`src/rtl/rally_ctrl_pkg.sv`:
```
// Shared definitions for the pong rally controller and the LED display stage.
//   NUM_POS / POS_A / POS_B : ball track geometry (0 is A's end, 5 is B's end)
//   rally_state_t           : rally FSM state encodings
//   player_t                : identifies a player (server / loser)
//   serve_pos()             : ball position a given player serves from
package pong_pkg;

    localparam int NUM_POS = 6;
    localparam logic [2:0] POS_A = 3'd0;
    localparam logic [2:0] POS_B = 3'(NUM_POS - 1);

    typedef enum logic [2:0] {
        ST_IDLE      = 3'd0,
        ST_SERVE     = 3'd1,
        ST_MOVE_R    = 3'd2,
        ST_MOVE_L    = 3'd3,
        ST_POINT     = 3'd4,
        ST_GAME_OVER = 3'd5
    } rally_state_t;

    typedef enum logic {
        PLAYER_A = 1'b0,
        PLAYER_B = 1'b1
    } player_t;

    function automatic logic [2:0] serve_pos(input player_t p);
        return (p == PLAYER_B) ? POS_B : POS_A;
    endfunction

endpackage

```
`src/rtl/rally_ctrl_if.sv`:
```
// Player/display bundle of the rally controller.
//   on, hitA, hitB           : game enable and paddle buttons (towards the controller)
//   state                    : ball position 0..5
//   lostA, lostB             : point/game lost indications
//   scoreA, scoreB           : points this game
//   game_over                : a player reached the winning score
// master = the side driving buttons/enable, slave = the controller.
interface rally_ctrl_if;
    logic       on;
    logic       hitA;
    logic       hitB;
    logic [2:0] state;
    logic       lostA;
    logic       lostB;
    logic [3:0] scoreA;
    logic [3:0] scoreB;
    logic       game_over;

    modport master (
        output on, hitA, hitB,
        input  state, lostA, lostB, scoreA, scoreB, game_over
    );

    modport slave (
        input  on, hitA, hitB,
        output state, lostA, lostB, scoreA, scoreB, game_over
    );
endinterface

```
`src/rtl/rally_ctrl_btn_edge.sv`:
```
// Rising-edge detector for one paddle button.
//   clk_one_sec : game tick clock
//   reset       : synchronous active-high reset (clears the button history)
//   hit         : button level, already synchronised
//   rise        : high on the tick where hit is high and was low on the previous tick
// The button history is registered; rise is consumed only by the FSM's
// next-state logic, so module outputs downstream stay registered.
module btn_edge (
    input  logic clk_one_sec,
    input  logic reset,
    input  logic hit,
    output logic rise
);
    logic prev_reg;

    always_ff @(posedge clk_one_sec) begin
        if (reset) begin
            prev_reg <= 1'b0;
        end else begin
            prev_reg <= hit;
        end
    end

    assign rise = hit & ~prev_reg;
endmodule

```
`src/rtl/rally_ctrl.sv`:
```
// Pong rally controller: serves, moves the ball along a 6-position track,
// judges returns/misses/early hits and keeps score until WIN_SCORE.
//   clk_one_sec : game tick clock (all logic on its rising edge)
//   reset       : synchronous active-high reset, overrides everything
//   bus         : rally_ctrl_if.slave -- on/hitA/hitB in; state, lostA, lostB,
//                 scoreA, scoreB, game_over out (all registered)
import pong_pkg::*;

module rally_ctrl #(
    parameter int WIN_SCORE  = 5,
    parameter int HOLD_TICKS = 3
) (
    input  logic         clk_one_sec,
    input  logic         reset,
    rally_ctrl_if.slave  bus
);
    // Index 0 is player A, index 1 is player B.
    logic [1:0] hit_vec;
    logic [1:0] ev_vec;

    assign hit_vec = {bus.hitB, bus.hitA};

    for (genvar gi = 0; gi < 2; gi++) begin : g_btn
        btn_edge u_btn (
            .clk_one_sec (clk_one_sec),
            .reset       (reset),
            .hit         (hit_vec[gi]),
            .rise        (ev_vec[gi])
        );
    end

    logic ev_a;
    logic ev_b;
    assign ev_a = ev_vec[0];
    assign ev_b = ev_vec[1];

    rally_state_t fsm_reg;
    player_t      server_reg;
    logic [2:0]   state_reg;
    logic         lost_a_reg;
    logic         lost_b_reg;
    logic [3:0]   score_a_reg;
    logic [3:0]   score_b_reg;
    logic         game_over_reg;
    logic [3:0]   hold_cnt_reg;

    // Point judgement. Only the receiver (player the ball travels toward)
    // is examined: a hit before the end is early, no hit at the end is a miss.
    logic lose_a;
    logic lose_b;

    always_comb begin
        lose_a = 1'b0;
        lose_b = 1'b0;
        case (fsm_reg)
            ST_MOVE_R: lose_b = (state_reg == POS_B) ? ~ev_b : ev_b;
            ST_MOVE_L: lose_a = (state_reg == POS_A) ? ~ev_a : ev_a;
            default: ;
        endcase
    end

    // Scores saturate at WIN_SCORE.
    logic [3:0] score_a_inc;
    logic [3:0] score_b_inc;
    logic       a_wins;
    logic       b_wins;

    assign score_a_inc = (score_a_reg == 4'(WIN_SCORE)) ? score_a_reg : score_a_reg + 4'd1;
    assign score_b_inc = (score_b_reg == 4'(WIN_SCORE)) ? score_b_reg : score_b_reg + 4'd1;
    assign a_wins      = (score_a_inc == 4'(WIN_SCORE));
    assign b_wins      = (score_b_inc == 4'(WIN_SCORE));

    always_ff @(posedge clk_one_sec) begin
        if (reset || !bus.on) begin
            fsm_reg       <= ST_IDLE;
            server_reg    <= PLAYER_A;
            state_reg     <= POS_A;
            lost_a_reg    <= 1'b0;
            lost_b_reg    <= 1'b0;
            score_a_reg   <= 4'd0;
            score_b_reg   <= 4'd0;
            game_over_reg <= 1'b0;
            hold_cnt_reg  <= 4'd0;
        end else begin
            case (fsm_reg)
                ST_IDLE: begin
                    fsm_reg   <= ST_SERVE;
                    state_reg <= serve_pos(server_reg);
                end

                ST_SERVE: begin
                    if (server_reg == PLAYER_A && ev_a) begin
                        fsm_reg   <= ST_MOVE_R;
                        state_reg <= POS_A + 3'd1;
                    end else if (server_reg == PLAYER_B && ev_b) begin
                        fsm_reg   <= ST_MOVE_L;
                        state_reg <= POS_B - 3'd1;
                    end
                end

                ST_MOVE_R: begin
                    if (lose_b) begin
                        score_a_reg  <= score_a_inc;
                        lost_b_reg   <= 1'b1;
                        server_reg   <= PLAYER_B;
                        hold_cnt_reg <= 4'd0;
                        if (a_wins) begin
                            fsm_reg       <= ST_GAME_OVER;
                            game_over_reg <= 1'b1;
                        end else begin
                            fsm_reg <= ST_POINT;
                        end
                    end else if (state_reg == POS_B) begin
                        // Not losing at the end means B returned the ball.
                        fsm_reg   <= ST_MOVE_L;
                        state_reg <= POS_B - 3'd1;
                    end else begin
                        state_reg <= state_reg + 3'd1;
                    end
                end

                ST_MOVE_L: begin
                    if (lose_a) begin
                        score_b_reg  <= score_b_inc;
                        lost_a_reg   <= 1'b1;
                        server_reg   <= PLAYER_A;
                        hold_cnt_reg <= 4'd0;
                        if (b_wins) begin
                            fsm_reg       <= ST_GAME_OVER;
                            game_over_reg <= 1'b1;
                        end else begin
                            fsm_reg <= ST_POINT;
                        end
                    end else if (state_reg == POS_A) begin
                        fsm_reg   <= ST_MOVE_R;
                        state_reg <= POS_A + 3'd1;
                    end else begin
                        state_reg <= state_reg - 3'd1;
                    end
                end

                ST_POINT: begin
                    // The tick that entered POINT counts as the first held tick.
                    if (hold_cnt_reg == 4'(HOLD_TICKS - 1)) begin
                        fsm_reg    <= ST_SERVE;
                        lost_a_reg <= 1'b0;
                        lost_b_reg <= 1'b0;
                        state_reg  <= serve_pos(server_reg);
                    end else begin
                        hold_cnt_reg <= hold_cnt_reg + 4'd1;
                    end
                end

                ST_GAME_OVER: ;

                default: fsm_reg <= ST_IDLE;
            endcase
        end
    end

    assign bus.state     = state_reg;
    assign bus.lostA     = lost_a_reg;
    assign bus.lostB     = lost_b_reg;
    assign bus.scoreA    = score_a_reg;
    assign bus.scoreB    = score_b_reg;
    assign bus.game_over = game_over_reg;
endmodule

```
`src/flat_wrapper.sv`:
```
// flat-port wrapper written by rule: the top's interface ports become plain ports
module rally_ctrl_flat 
#(
    parameter int WIN_SCORE  = 5,
    parameter int HOLD_TICKS = 3
)
  (clk_one_sec, reset, bus_on, bus_hitA, bus_hitB, bus_state, bus_lostA, bus_lostB, bus_scoreA, bus_scoreB, bus_game_over);
  rally_ctrl_if bus_i ();
  input  logic clk_one_sec;
  input  logic reset;
  input wire logic [$bits(bus_i.on)-1:0] bus_on;
  input wire logic [$bits(bus_i.hitA)-1:0] bus_hitA;
  input wire logic [$bits(bus_i.hitB)-1:0] bus_hitB;
  output wire logic [$bits(bus_i.state)-1:0] bus_state;
  output wire logic [$bits(bus_i.lostA)-1:0] bus_lostA;
  output wire logic [$bits(bus_i.lostB)-1:0] bus_lostB;
  output wire logic [$bits(bus_i.scoreA)-1:0] bus_scoreA;
  output wire logic [$bits(bus_i.scoreB)-1:0] bus_scoreB;
  output wire logic [$bits(bus_i.game_over)-1:0] bus_game_over;
  assign bus_i.on = bus_on;
  assign bus_i.hitA = bus_hitA;
  assign bus_i.hitB = bus_hitB;
  assign bus_state = bus_i.state;
  assign bus_lostA = bus_i.lostA;
  assign bus_lostB = bus_i.lostB;
  assign bus_scoreA = bus_i.scoreA;
  assign bus_scoreB = bus_i.scoreB;
  assign bus_game_over = bus_i.game_over;
  rally_ctrl #(.WIN_SCORE(WIN_SCORE), .HOLD_TICKS(HOLD_TICKS)) u_core (.clk_one_sec(clk_one_sec), .reset(reset), .bus(bus_i));
endmodule
```
`config.mk`:
```
export PLATFORM = sky130hd
export DESIGN_NAME = rally_ctrl_flat
export DESIGN_NICKNAME = d
export VERILOG_FILES = /design/src/rtl/rally_ctrl_pkg.sv /design/src/rtl/rally_ctrl_if.sv /design/src/rtl/rally_ctrl_btn_edge.sv /design/src/rtl/rally_ctrl.sv /design/src/flat_wrapper.sv
export SDC_FILE = /design/constraint.sdc
export NUM_CORES = 1
export LEC_CHECK = 0
export ABC_AREA = 0
export ABC_CLOCK_PERIOD_IN_PS = 4000
export BUFFER_PORTS_ARGS = -buffer_cell sky130_fd_sc_hd__buf_4
export CAP_MARGIN = 20
export CORE_ASPECT_RATIO = 0.8
export CORE_UTILIZATION = 50
export DETAILED_ROUTE_END_ITERATION = 16
export PLACE_DENSITY = 0.74
export SYNTH_ARGS = -nofsm -noshare
export SYNTH_HDL_FRONTEND = slang
export SYNTH_SLANG_ARGS = --single-unit
```
`constraint.sdc`:
```
create_clock -name clk_one_sec -period 4 [get_ports clk_one_sec]
set_clock_uncertainty 0.1 [all_clocks]
set_input_delay 0 -clock clk_one_sec [delete_from_list [all_inputs] [get_ports clk_one_sec]]
set_output_delay 0 -clock clk_one_sec [all_outputs]
set_load 0.005 [all_outputs]
```
==> metrics.yaml <==
sta:
  rsz0062_at_grt: "no"
  max_slew_margin: 0.4768
  fmax_mhz: 468.8
  fin_crit_ps: 2133
  finalMaxSlewViolations: 0
  hold_viol_final: 0
  setup_tns_ps: 0
  fin_crit_sh: 0.5333
  worst_slew_pin_slew_ps: 783.7
  setup_violations: 0
logic_synthesis:
  yosysWarnings: 0
  async_flop_share: 0
  synth.avg_cell_area_sq_um: 8.929
  synth-edff-count: 0
  seq_area_frac_synth: 0.2940
  synth_fp_nets: 194
  ys.flop_type: "dfxtp_1"
  synth_area_sq_mm: 0.001634
  synth_cells: 183
  ys_seq_elements: 24
  yosys.cell_types.count: 64
floorplan:
  die_h_um: 53.13
  rows: 18
  start_util: 0.5258
  ios: 19
  core-area_sq_mm: 0.003108
  die-area_sq_mm: 0.003502
  die_x_um: 65.92
place:
  place.gp.congestion: 0.8354
  dpl.hpwl_mm: 2.458
  io_buffers: 18
  post_dp_cell_area_sq_mm: 0.001750
cts:
  cts_inserted_buffers: 3
  cts.htree.levels: 1
  clk_path_buf_depth: 2
  cts_setup_buffers: 0
  cts_tree: "built"
  clk_pin_slew_ps: 90
  root_buffer: "clkbuf_8"
  cts_sinks: 24
  clk_latency_ps: 260
global_route:
  grt.met1_usage: 0.2757
  antenna_found_initial: 0
  grt_pass1_wl_mm: 5.651
  grt_pass1_vias: 1249
  grt_util_met3: 0.05603
  grt_overflow: 0
  grtUsageMet2: 0.3605
  gr-usage-all-layers: 0.2174
  grt_max_degree: 23
  grt_busiest_layer: "met2"
routing:
  wl_per_cell_um: 13.71
  finalWirelength_mm: 3.276
  ant_nets: 0
  drt_iter0_markers: 85
  drc_errors: 0
  vias: 1338
  dr.pass1.iters: 4
  vias_per_cell: 5.598
setup_path:
  cp_max_fo: 22
  worstPathCellList: "or3b_1, a211o_1, nand2_1, a21oi_4, o211ai_1, o211a_1"
  cp.buffers_inverters: 0
  critPathSlowestCell: "dfxtp_1"
  crit_type: "register to register"
  required_ps: 4120
  crit_path_start_kind: "register"
  end_kind: "register"
  slowest_delay_ps: 840
  crit_family: "flip-flops"
  cp.arrival_ps: 2250
layout:
  final_common_cell: "dfxtp_1"
  drive_above_1_share: 0.2261
  layout_common_cells: "dfxtp_1 (24), nand2_1 (19), buf_4 (18), nor2_1 (17), a21oi_1 (13)"
  fillerInstances: 292
  n_antenna_cell: 0
  fin_area_sq_mm: 0.001852
  fin_nets: 211
  area_growth_pct: 13.32
job:
  drv_cap: 0
status:
  status: "finished clean"
power:
  power_density_mw_per_mm2: 279.4
  power_uw: 517.4
  ir_drop_mv: 0.2497
  leakage_uw: 0.0007482
worst_hold_path:
  hold_path_class: "primary input to register"
[worst register-to-register path, cell delays in order (launching register included)]
cell and delay (ps):
dfxtp_1 840, or3b_1 410, a211o_1 310, nand2_1 110
a21oi_4 50, o211ai_1 100, o211a_1 160
[stage by stage]
stage	std cells	worst slack [ps]	util	hold slack (ps)
4_1_cts	239	1874	0.5958	171.7
2_1_floorplan	183	2105	-	-28.39
3_3_place_gp	232	1932	0.5632	80.75
6_report	239	1867	0.5958	181.0
5_1_grt	239	1764	0.5958	183.5
3_5_place_dp	232	1890	0.5632	87.60
[synth_stat cells, types with 3 or more instances]
library cell	number	area (sq um)
dfxtp_1	24	480.5
nand2_1	19	71.32
nor2_1	17	63.81
a21oi_1	13	65.06
inv_1	7	26.28
ha_1	6	75.07
nor2b_1	6	37.54
o21ai_0	5	25.02
xor2_1	5	43.79
mux2i_1	4	40.04
nor3b_1	4	30.03
buf_6	3	33.78
nand2b_1	3	18.77
nand3_1	3	15.01
nor3_1	3	15.01
[per-layer routing]
metal | vias up | wire length, um
met2 | 22 | 1507
met5 | - | 0
met1 | 631 | 1662
met3 | 2 | 85
met4 | 0 | 19
li1 | 683 | -
[power by group]
| group | leakage (uW) | internal [uW] | switching (uW) |
|---|---|---|---|
| logic | 0.000518 | 24.8 | 28.1 |
| registers | 0.000194 | 242 | 10.4 |
| clock network | 0.0000357 | 134 | 78.3 |
| total | 0.000748 | 401 | 117 |
[final cells by class]
type	instances	area, sq um	share of cell area
tap	40	50.05	0.02703
multi-input combinational	142	1055	0.5696
timing repair buffer	21	165.2	0.08919
sequential	24	480.5	0.2595
inverter	8	30.03	0.01622
clock inverter	1	30.03	0.01622
clock buffer	3	41.29	0.02230
[cell families after synthesis]
logic type,share of synthesized area
adder cells (fa/ha/maj),0.04594
flip-flops,0.2940
buffers and inverters,0.06049
XOR/XNOR,0.05896
multiplexers,0.03292
AO/OA/AOI/OAI,0.2029
AND/OR/NAND/NOR,0.3048
[worst paths after layout]
path / start / endpoint / slack (ps) / cells after the start
hold / removal: bus_on / u_core.bus.game_over / 180 / 3
hold reg to reg: u_core.bus.game_over / u_core.bus.game_over / 390 / 1
setup reg to reg: u_core.fsm_reg[0] / u_core.bus.state[0] / 1870 / 6
setup / recovery: u_core.fsm_reg[0] / u_core.bus.state[0] / 1870 / 6
[repair_timing]
item / CTS / global route
hold buffers: 3 / 0
resized for setup: 0 / 0
endpoints found under the hold margin: 2 / 0
Note: power is estimated with default switching activity, not from simulation.
